**src/rtl/display_digit_scanner_pkg.sv**
```systemverilog
// Shared constants and helpers for the multiplexed 7-segment digit scanner.
// Holds the anode idle pattern, the BCD nibble width and the maximum digit count.
package display_digit_scanner_pkg;

    localparam int BCD_WIDTH  = 4;
    localparam int MAX_DIGITS = 8;

    localparam logic [MAX_DIGITS-1:0] ANODE_OFF = '1;

    // Active-low one-hot anode pattern lighting digit i.
    function automatic logic [MAX_DIGITS-1:0] anode_for(input int unsigned i);
        anode_for = ~(MAX_DIGITS'(1) << i);
    endfunction

endpackage

```
**src/rtl/display_digit_scanner_lz_mask.sv**
```systemverilog
// Leading-zero blank mask: digit i is blanked when blanking is on, it is not
// the least significant digit, and it and every more significant nibble are zero.
module display_digit_scanner_lz_mask
    import display_digit_scanner_pkg::*;
#(
    parameter int NUM_DIGITS = 4
) (
    input  logic [BCD_WIDTH*NUM_DIGITS-1:0] snapshot,
    input  logic                            blank_en,
    output logic [NUM_DIGITS-1:0]           blank_mask
);

    // nz_above[i] = some nibble j >= i is non-zero (suffix OR from the MSD down).
    logic [NUM_DIGITS:0] nz_above;

    assign nz_above[NUM_DIGITS] = 1'b0;

    for (genvar i = 0; i < NUM_DIGITS; i++) begin : g_digit
        assign nz_above[i]   = nz_above[i+1] | (snapshot[i*BCD_WIDTH +: BCD_WIDTH] != '0);
        assign blank_mask[i] = blank_en && (i != 0) && !nz_above[i];
    end

endmodule

```
**src/rtl/display_digit_scanner.sv**
```systemverilog
// Time-multiplexes a packed BCD word onto one shared 7-segment decoder,
// snapshotting the input once per frame so a frame never tears.
module display_digit_scanner
    import display_digit_scanner_pkg::*;
#(
    parameter int NUM_DIGITS  = 4,
    parameter int REFRESH_DIV = 50000
) (
    input  logic                            clk,
    input  logic                            reset,
    input  logic [BCD_WIDTH*NUM_DIGITS-1:0] bcd_digits,
    input  logic                            blank_en,
    output logic [BCD_WIDTH-1:0]            digit_bcd,
    output logic                            leading_zero,
    output logic [NUM_DIGITS-1:0]           anode,
    output logic                            frame_tick
);

    localparam int PW = $clog2(REFRESH_DIV + 1);
    localparam int IW = $clog2(NUM_DIGITS);
    localparam int W  = BCD_WIDTH * NUM_DIGITS;

    localparam logic [NUM_DIGITS-1:0] OFF      = ANODE_OFF[NUM_DIGITS-1:0];
    localparam logic [PW-1:0]         PRE_LAST = PW'(REFRESH_DIV - 1);
    localparam logic [IW-1:0]         IDX_LAST = IW'(NUM_DIGITS - 1);

    logic [PW-1:0]         presc;
    logic [IW-1:0]         idx;
    logic [IW-1:0]         next_idx;
    logic [W-1:0]          snapshot;
    logic [W-1:0]          src;
    logic [NUM_DIGITS-1:0] mask;
    logic [MAX_DIGITS-1:0] anode_full;
    logic                  adv;
    logic                  wrap;

    assign adv        = (presc == PRE_LAST);
    assign wrap       = adv && (idx == IDX_LAST);
    assign next_idx   = (idx == IDX_LAST) ? '0 : idx + 1'b1;
    // On the wrap cycle digit 0 is fed straight from the input, matching the new snapshot.
    assign src        = wrap ? bcd_digits : snapshot;
    assign anode_full = anode_for(32'(next_idx));

    display_digit_scanner_lz_mask #(
        .NUM_DIGITS (NUM_DIGITS)
    ) u_lz_mask (
        .snapshot   (src),
        .blank_en   (blank_en),
        .blank_mask (mask)
    );

    always_ff @(posedge clk or posedge reset) begin
        if (reset) begin
            presc        <= '0;
            idx          <= IDX_LAST;
            snapshot     <= '0;
            digit_bcd    <= '0;
            leading_zero <= 1'b0;
            anode        <= OFF;
            frame_tick   <= 1'b0;
        end else begin
            frame_tick <= 1'b0;
            presc      <= adv ? '0 : presc + 1'b1;
            if (adv) begin
                idx          <= next_idx;
                digit_bcd    <= src[next_idx*BCD_WIDTH +: BCD_WIDTH];
                leading_zero <= mask[next_idx];
                anode        <= anode_full[NUM_DIGITS-1:0];
                frame_tick   <= wrap;
                if (wrap)
                    snapshot <= bcd_digits;
            end
        end
    end

endmodule

```
**config.mk**
```make
export PLATFORM = sky130hd
export DESIGN_NAME = display_digit_scanner
export DESIGN_NICKNAME = d
export VERILOG_FILES = /design/src/rtl/display_digit_scanner_pkg.sv /design/src/rtl/display_digit_scanner_lz_mask.sv /design/src/rtl/display_digit_scanner.sv
export SDC_FILE = /design/constraint.sdc
export NUM_CORES = 1
export LEC_CHECK = 0
export CAP_MARGIN = 10
export CORE_MARGIN = 1.5
export CORE_UTILIZATION = 24
export DETAILED_ROUTE_END_ITERATION = 6
export PLACE_DENSITY = 0.46
export SETUP_SLACK_MARGIN = 0.5
export SLEW_MARGIN = 10
export SYNTH_ARGS = -nofsm -noshare
export SYNTH_HDL_FRONTEND = slang
export SYNTH_SLANG_ARGS = --single-unit
```
**constraint.sdc**
```tcl
create_clock -name clk -period 2.9 [get_ports clk]
set_input_delay 0.435 -clock clk [delete_from_list [all_inputs] [get_ports clk]]
set_output_delay 0.435 -clock clk [all_outputs]
set_load 0.01 [all_outputs]
```
After elaboration in Yosys (flattened, before gate mapping)
Cells that the tools add are included.
Widths: inputs -> output; s select.
{ "classes": {"addsub": 2, "order_cmp": 1, "eq_ne": 2, "shifts": 2, "n_mux": 6, "n_bitwise": 3, "n_reduce_logical": 10} }
{ "ops": {"columns": ["cell", "count"], "rows": [
  ["$mux 16", 2],
  ["$add 16x1->16 const B", 1],
  ["$eq 16x16->1 const B", 1],
  ["$shiftx 16x5->4", 1],
  ["$reduce_bool 4->1", 3],
  ["$logic_and 1x1->1", 4],
  ["$not 4->4", 1],
  ["$shl 1x2->4 const A", 1],
  ["$logic_not 1->1", 3],
  ["$lt 2x3->1 const B", 1],
  ["$add 2x1->2 const B", 1],
  ["$bmux 1 s2", 1],
  ["$eq 2x2->1 const B", 1],
  ["$mux 1", 2],
  ["$mux 2", 1],
  ["$or 1x1->1", 2]
]} }
{ "word_totals": {"reg_bits": 44, "inputBits": 19, "out_inout_bits": 10, "wordCells": 33} }

Logic depth before layout (Yosys ltp)
Gate-level depths: netlist (run 1).
{ "depth": {"depth_word": 10, "mapped_depth": 7, "mapped_depth_nobuf": 6} }

Cells and area by module
A second synthesis (run 1) with hierarchy kept.
{ "unflattened": {"hier_cells": 223, "area_unflattened_um2": 2407.3} }
{ "modules_own_cells": {"columns": ["mod", "n_inst", "cells_per_inst", "area_each_um2", "seq_area_each_um2"], "rows": [
  ["display_digit_scanner", 1, 215, 2349.8, 1108.6],
  ["display_digit_scanner_lz_mask", 1, 8, 57.6, 0.0]
]} }

Worst setup path after synthesis (run 1)
OpenSTA, ideal clock, no wires.
{ "synth_timing": {"kind": "reg2reg", "from": "reg presc[7]", "to": "reg digit_bcd[2]", "setup_time_ns": 0.082, "arrival_time_ns": 2.037, "required_time_ns": 2.818, "path_slack_ns": 0.781, "path_stages_with_launch": 6, "n_path_buf": 1, "synth_period_minus_slack_ns": 2.119, "path_cell_list": "dfrtp_1 > or4_4 > or4_4 > buf_6 > a221o_1 > a31oi_1"} }
{ "synth_via": {"elab_chain_len": 4} }
{ "synth_rtl": {"columns": ["item", "line", "source"], "rows": [
  ["start, declared", "display_digit_scanner.sv:27", "logic [PW-1:0] presc;"],
  ["start signal, assigned", "display_digit_scanner.sv:63", "presc <= adv ? '0 : presc + 1'b1;"],
  ["$eq 16x16->1 (*)", "display_digit_scanner.sv:37", "assign adv = (presc == PRE_LAST);"],
  ["$logic_and 1x1->1", "display_digit_scanner.sv:38", "assign wrap = adv && (idx == IDX_LAST);"],
  ["$mux 16", null, null],
  ["$shiftx 16x5->4", "display_digit_scanner.sv:66", "digit_bcd <= src[next_idx*BCD_WIDTH +: BCD_WIDTH];"],
  ["end signal, assigned", "display_digit_scanner.sv:66", null],
  ["end, declared", "display_digit_scanner.sv:13", "output logic [BCD_WIDTH-1:0] digit_bcd,"]
]} }
Every way passes the cells marked *; elsewhere a longest branch is shown, timed or not.
A chain may end at the register's enable or synchronous reset.

Final worst setup path (run 1)
{ "layout_timing": {"from": "reg presc[4]", "to": "reg digit_bcd[3]"} }
Same word-level chain as after synthesis.

==> summary.txt, run 1 <==
Place
  – GPL Wtd Cong: 0.749
  – Post-DP HPWL: 3790 µm
  – Place WS: 0.552 ns
  – Placed Cells: 359
  – DP Area: 0.00260 mm²
  – IO buf count: 28

Setup path
  – FF-to-FF path depth: 5
  – CP Capture Type: register
  – Startpoint types: register
  – Flop2flop setup slack: 0.62 ns
  – Max Fanout on Critical Path: 6
  – WS Path Type: reg -> reg
  – WP data required: 3.12 ns
  – Reg-to-Reg Start: presc[4]$_DFF_PP0_
  – FF-to-FF End: digit_bcd[3]$_DFFE_PP0N_
  – Worst Path Arrival: 2.51 ns

Clock network
  – Total CTS buffers: 5
  – Clock root buffer: clkbuf_8
  – Clk sink count: 44
  – CTS tree: yes
  – Max clock buf depth: 2
  – Worst skew pair latency: 0.30 ns
  – CTS H-tree depth: 2
  – CTS Hold Bufs: 0
  – Clk slew on worst S/H paths: 0.08 ns

Layout
  – Fin area: 0.00273 mm²
  – Ratio of cells with drive above 1 in the final layout: 0.128
  – NumNets Final: 288
  – Final cell count without fillers: 373
  – Layout area overhead: 25.7%
  – Final Util: 0.312
  – Antenna cells: 0

Synthesis
  – Post-synth top area cell: dfrtp_1
  – Register area share after synthesis: 0.510
  – Seq cells post-synth: 44
  – Ys async rst share: 1.00
  – Syn nets: 251
  – Dominant cells by area after synthesis: dfrtp_1, nand2_1, dfstp_2
  – Synth unique cells: 39
  – Yosys top cell area share: 0.438
  – Syn avg cell area: 9.57 µm²
  – Mapped Cells: 227
  – Total of warnings raised by yosys: 0
  – Synth Flop Type: dfrtp_1
  – Post-synth EDFFs: 0
  – Post-Syn Area: 0.00217 mm²

STA
  – Final Skew: 0.00747 ns
  – Fin crit period: 2.28 ns
  – Final worst setup slack: 0.619 ns
  – Final Setup Violations: 0
  – Slew Viols, Final: 0
  – Final Hold Vio Count: 0
  – TNS Setup: 0 ns
  – Worst slew margin: 0.371
  – Measured slew at the worst slew-check pin: 0.942 ns
  – Tcrit/Tclk final: 0.786
  – Unrepaired setup endpoints after global routing: true
  – Fmax: 438 MHz

Route
  – DR WL met2: 2400 µm
  – Final ANT Viol Nets: 0
  – Pre-Repair DR Iteration Count: 4
  – Vias per cell: 4.56
  – 1st-iter DRT viols: 102
  – Met3 WL: 181 µm
  – Wl on met1: 2790 µm
  – Routed via count: 1702
  – DRC violations left: 0
  – Drt total wl: 5450 µm
  – Highest metal used: met4
  – WL/cell: 14.6 µm

Floorplanning
  – Die width: 98.2 µm
  – Die Area: 0.00964 mm²
  – Top Ports: 29
  – FP Rows: 34
  – Die height: 98.2 µm
  – Core ar.: 0.00876 mm²
  – Initial core utilization: 0.248

Global routing
  – GRT overflow: 0
  – Antenna violations before repair: 0
  – Largest net degree at the start of global routing: 45
  – Vias in the first global route: 1720
  – First-pass GRT wire length: 9040 µm
  – Total GRT Usage: 0.118

Power
  – Logic pwr share: 0.044
  – Clock Power Share: 0.364
  – Leak pwr: 1.13 nW
  – Reg power frac: 0.592
  – Maximum VDD drop: 0.000170 V
  – Switch share: 0.222
  – Pint: 0.807 mW
  – Net switching power: 0.230 mW
  – PwrDens: 379 mW/mm²

Hold path
  – Hold path startpoint: anode[3]$_DFFE_PP1N_
  – Worst Hold End: anode[3]$_DFFE_PP1N_
  – Min-Delay Path Depth: 2
  – Min-delay worst type: reg -> reg

Run
  – Max Cap Viol: 0

Run status
  – Outcome: finished clean
## through the flow
| step | hold WS [ns] | power, mW |
|---|---|---|
| 2_1_floorplan | 0.433 | 0.636 |
| 3_3_place_gp | 0.453 | 0.673 |
| 3_5_place_dp | 0.456 | 0.672 |
| 4_1_cts | 0.468 | 1.06 |
| 5_1_grt | 0.502 | 1.08 |
| 6_report | 0.462 | 1.04 |
## cell families after synthesis
| logic type | share of synthesized area |
|---|---|
| buf+inv | 0.0334 |
| mux | 0.0294 |
| flops | 0.510 |
| compound gates | 0.0725 |
| simple gates | 0.269 |
| fa+ha+maj | 0.0288 |
| xor+xnor | 0.0564 |
## Yosys cell counts (4+ instances only)
master    number
a31oi_1        5
and3_1         4
clkbuf_1       6
dfrtp_1       38
dfstp_2        6
ha_1           5
inv_1          8
nand2_1       57
nand3_1        5
nor2_1        24
nor3_1         5
nor4_1         6
o21ai_1        6
xnor2_1        7
xor2_1         7
## layout make-up
type	instances	area, µm²
sequential	44	1110
multi-input combinational	167	1020
fill	916	6030
inverter	8	30.0
clock buffer	7	76.3
tap	108	135
clock inverter	1	5.00
timing repair buffer	38	355
## worst max path at each step
stage | startpoint | endpoint | slack [ns] | cells after the start
4_1_cts | idx[0]$_DFFE_PP1N_ | leading_zero$_DFFE_PP0N_ | 0.54 | 7
2_1_floorplan | presc[7]$_DFF_PP0_ | digit_bcd[2]$_DFFE_PP0N_ | 0.78 | 5
6_report | presc[4]$_DFF_PP0_ | digit_bcd[3]$_DFFE_PP0N_ | 0.62 | 5
3_3_place_gp | idx[0]$_DFFE_PP1N_ | digit_bcd[1]$_DFFE_PP0N_ | 0.63 | 6
3_5_place_dp | idx[0]$_DFFE_PP1N_ | digit_bcd[1]$_DFFE_PP0N_ | 0.55 | 6
5_1_grt | idx[0]$_DFFE_PP1N_ | leading_zero$_DFFE_PP0N_ | 0.46 | 6
## cell usage in the layout (no fill, tap or decap), types with 2 or more instances in the layout
cell | netlist | routed
a211o_1 | 3 | 3
dfrtp_1 | 38 | 38
xnor2_1 | 7 | 7
o221ai_1 | 3 | 3
mux2_2 | 3 | 3
nor2_1 | 24 | 24
clkbuf_1 | 6 | 2
nor4_1 | 6 | 5
mux2i_1 | 3 | 3
clkbuf_8 | 0 | 5
nor3_1 | 5 | 5
or4_4 | 3 | 4
clkdlybuf4s50_1 | 0 | 28
buf_4 | 0 | 10
ha_1 | 5 | 4
nand2_1 | 57 | 57
a31oi_1 | 5 | 5
xor2_1 | 7 | 7
nand4b_1 | 2 | 2
nand3_1 | 5 | 5
o21ai_1 | 6 | 6
dfstp_2 | 6 | 6
inv_1 | 8 | 7
nand4_1 | 3 | 3
and3_1 | 4 | 4
or4_1 | 2 | 2
## repair_timing
| item | in CTS | in global routing |
|---|---|---|
| endpoints found under the setup margin | 0 | 5 |
| resized for setup | 0 | 2 |
| setup buffers | 0 | 5 |
## flip-flops by register name (all words and copies together) (netlist names)
register and count:
leading_zero 1, frame_tick 1, digit_bcd 4, idx 2, snapshot 16, presc 16
anode 4
## metal layers
metal / track usage / vias up
li1: - / 856
met1: 0.166 / 812
met2: 0.177 / 28
met3: 0.0286 / 6
met4: 0.0390 / 0
met5: 0 / -
## critical path, cell delays in order, from the launching register on
cell and delay (ns):
dfrtp_1 0.40, nand4bb_4 0.30, or4_1 0.53, or4_4 0.55
a211o_1 0.27, a31oi_1 0.15
## power by group through the flow
stage	combinational (mW)	sequential, mW	clock, mW
after global routing	0.0514	0.613	0.420
after detailed placement	0.0470	0.625	0
after global placement	0.0475	0.625	0
final	0.0454	0.613	0.378
after CTS	0.0473	0.613	0.396
after floorplan	0.0104	0.625	0
Power figures use the tool's default switching activity.
==> run 2, diff against run 1 <==
PLACE_DENSITY = 0.48   (was 0.46)
clock period = 1.8 ns   (was 2.9 ns; I/O delays follow)
==> summary.txt, run 2 (synthesized netlist as in run 1, its figures left out) <==
Run status
  – Outcome: finished, violations left
  – Violated checks: setup timing

Hold path
  – Min-delay worst type: in -> async

Power
  – PwrDens: 510 mW/mm² (+34%)
  – Leak pwr: 1.47 nW (+30%)
  – Net switching power: 0.383 mW (+67%)
  – Maximum VDD drop: 0.000226 V (+33%)
  – Switch share: 0.217 (-0.00432)
  – Clock Power Share: 0.396 (+0.032)
  – Logic pwr share: 0.044 (about the same)
  – Reg power frac: 0.560 (-0.032)
  – Pint: 1.38 mW (+71%)

Route
  – Final ANT Viol Nets: 0 (unchanged)
  – DRC violations left: 0 (unchanged)
  – Drt total wl: 5690 µm (+4.5%)
  – Routed via count: 1934 (+14%)
  – Vias per cell: 4.57 (+0.20%)
  – 1st-iter DRT viols: 51 (-50%)
  – Pre-Repair DR Iteration Count: 4 (unchanged)
  – WL/cell: 13.5 µm (-7.9%)

Floorplanning
  – Core ar.: 0.00876 mm² (unchanged)
  – Initial core utilization: 0.248 (unchanged)
  – Top Ports: 29 (unchanged)
  – Die Area: 0.00964 mm² (unchanged)
  – Die width: 98.2 µm (unchanged)
  – Die height: 98.2 µm (unchanged)
  – FP Rows: 34 (unchanged)

Layout
  – Antenna cells: 0 (unchanged)
  – Largest regs: presc: 16 flops, snapshot: 16 flops
  – Filler cells: 895 (-2.3%)
  – Fin area: 0.00346 mm² (+27%)
  – Layout area overhead: 59.3%
  – NumNets Final: 338 (+17%)
  – Most frequent cells in the layout: dfrtp_1, buf_4, nand2_1
  – Ratio of cells with drive above 1 in the final layout: 0.454 (+0.326)

Setup path
  – Startpoint types: register
  – CP endpoint: digit_bcd[0]$_DFFE_PP0N_
  – Max Fanout on Critical Path: 3 (-3)
  – Reg-to-Reg Start: presc[10]$_DFF_PP0_
  – WS Path Type: reg -> reg
  – CP Capture Type: register
  – FF-to-FF path depth: 6 (+1)
  – WP data required: 2.03 ns (-1.09 ns)
  – CP startpoint: presc[10]$_DFF_PP0_
  – Worst Path Arrival: 2.28 ns (-0.23 ns)
  – FF-to-FF End: digit_bcd[0]$_DFFE_PP0N_
  – Flop2flop setup slack: -0.26 ns (-0.88 ns)

Clock network
  – CTS tree: yes
  – Clk slew on worst S/H paths: 0.09 ns (about the same)
  – CTS H-tree depth: 2 (unchanged)
  – Clock root buffer: clkbuf_8
  – Total CTS buffers: 5 (unchanged)
  – Worst skew pair latency: 0.30 ns (about the same)
  – Max clock buf depth: 2 (unchanged)
  – Clk sink count: 44 (unchanged)
  – CTS Hold Bufs: 0 (unchanged)

STA
  – Worst slew margin: 0.536 (+0.165)
  – Final worst setup slack: -0.257 ns (-0.877 ns)
  – Fin crit period: 2.06 ns (-0.223 ns)
  – Final Setup Violations: 25 (+25)
  – Slew Viols, Final: 0 (unchanged)
  – Fmax: 486 MHz (+11%)
  – Tcrit/Tclk final: 1.14 (+0.357)
  – Measured slew at the worst slew-check pin: 0.693 ns (-0.249 ns)
  – Final Hold Vio Count: 0 (unchanged)
  – Unrepaired setup endpoints after global routing: true
  – Final Skew: 0.00486 ns (-0.00261 ns)

Global routing
  – M1 GR Usage: 0.175 (+0.00859)
  – First-pass GRT wire length: 9760 µm (+8.0%)
  – Antenna violations before repair: 0 (unchanged)
  – Grt met2 use: 0.196 (+0.0191)
  – GRT overflow: 0 (unchanged)
  – GR Layer Usage met3: 0.0272 (-0.00143)
  – Largest net degree at the start of global routing: 25 (-44%)
  – Vias in the first global route: 1989 (+16%)
  – Total GRT Usage: 0.126 (+0.00801)
  – GRT busiest layer: met2

Place
  – DP Area: 0.00298 mm² (+15%)
  – IO buf count: 28 (unchanged)
  – Place WS: -0.285 ns (-0.837 ns)
  – Post-DP HPWL: 4060 µm (+7.3%)
  – GPL Wtd Cong: 0.783 (+4.6%)

Run
  – Max Cap Viol: 0 (unchanged)
[run 2: how the worst min path moves through the flow]
stage | to | cells after the start
final | idx[1]$_DFFE_PP1N_ | 2
after global routing | idx[1]$_DFFE_PP1N_ | 2
after CTS | idx[1]$_DFFE_PP1N_ | 2
after detailed placement | anode[2]$_DFFE_PP1N_ | 2
after global placement | anode[1]$_DFFE_PP1N_ | 2
after floorplan | snapshot[13]$_DFFE_PP0N_ | 2
[run 2: timing repair]
action	in CTS	in global routing
endpoints found under the hold margin	0	0
pin swaps	19	23
setup endpoints to repair	51	44
gates resized for setup	65	43
setup buffers	5	6
[run 2: stage by stage]
stage	utilization	hold slack [ns]	power [mW]	TNS [ns]	instances
2_1_floorplan	-	0.382	1.02	-2.91	227
3_3_place_gp	0.340	0.449	1.09	-3.44	404
3_5_place_dp	0.340	0.457	1.08	-3.64	404
4_1_cts	0.372	0.373	1.79	-4.05	417
5_1_grt	0.395	0.389	1.85	-5.28	423
6_report	0.395	0.364	1.76	-3.46	423
[run 2: worst max-delay path, stage by stage, from the launching register on]
cell and delay [ns]:
dfrtp_1 0.39, buf_6 0.12, nand2b_4 0.12, or4_4 0.48, or4_4 0.45, a211o_1 0.27
a31oi_1 0.15
[run 2: cell type report]
type,instances,area (µm²),area share
clock buffer,8,100,0.0289
tap,108,135,0.0390
sequential,44,1110,0.321
multi-input combinational,166,1270,0.366
inverter,8,30.0,0.00867
timing repair buffer,89,820,0.237
[run 2: power by group through the flow]
stage / logic, mW / clock network, mW / registers (mW)
finish: 0.0770 / 0.699 / 0.988
global route: 0.0859 / 0.773 / 0.988
global placement: 0.0783 / 0 / 1.01
CTS: 0.0784 / 0.725 / 0.988
detailed placement: 0.0776 / 0 / 1.01
floorplan: 0.0168 / 0 / 1.01
[run 2: layer usage]
| layer | wire (µm) | part of all wire | vias up |
|---|---|---|---|
| met3 | 194 | 0.034 | 5 |
| met1 | 2820 | 0.50 | 948 |
| met2 | 2630 | 0.46 | 27 |
| li1 | - | - | 954 |
| met5 | 0 | 0 | - |
| met4 | 50 | 0.0088 | 0 |
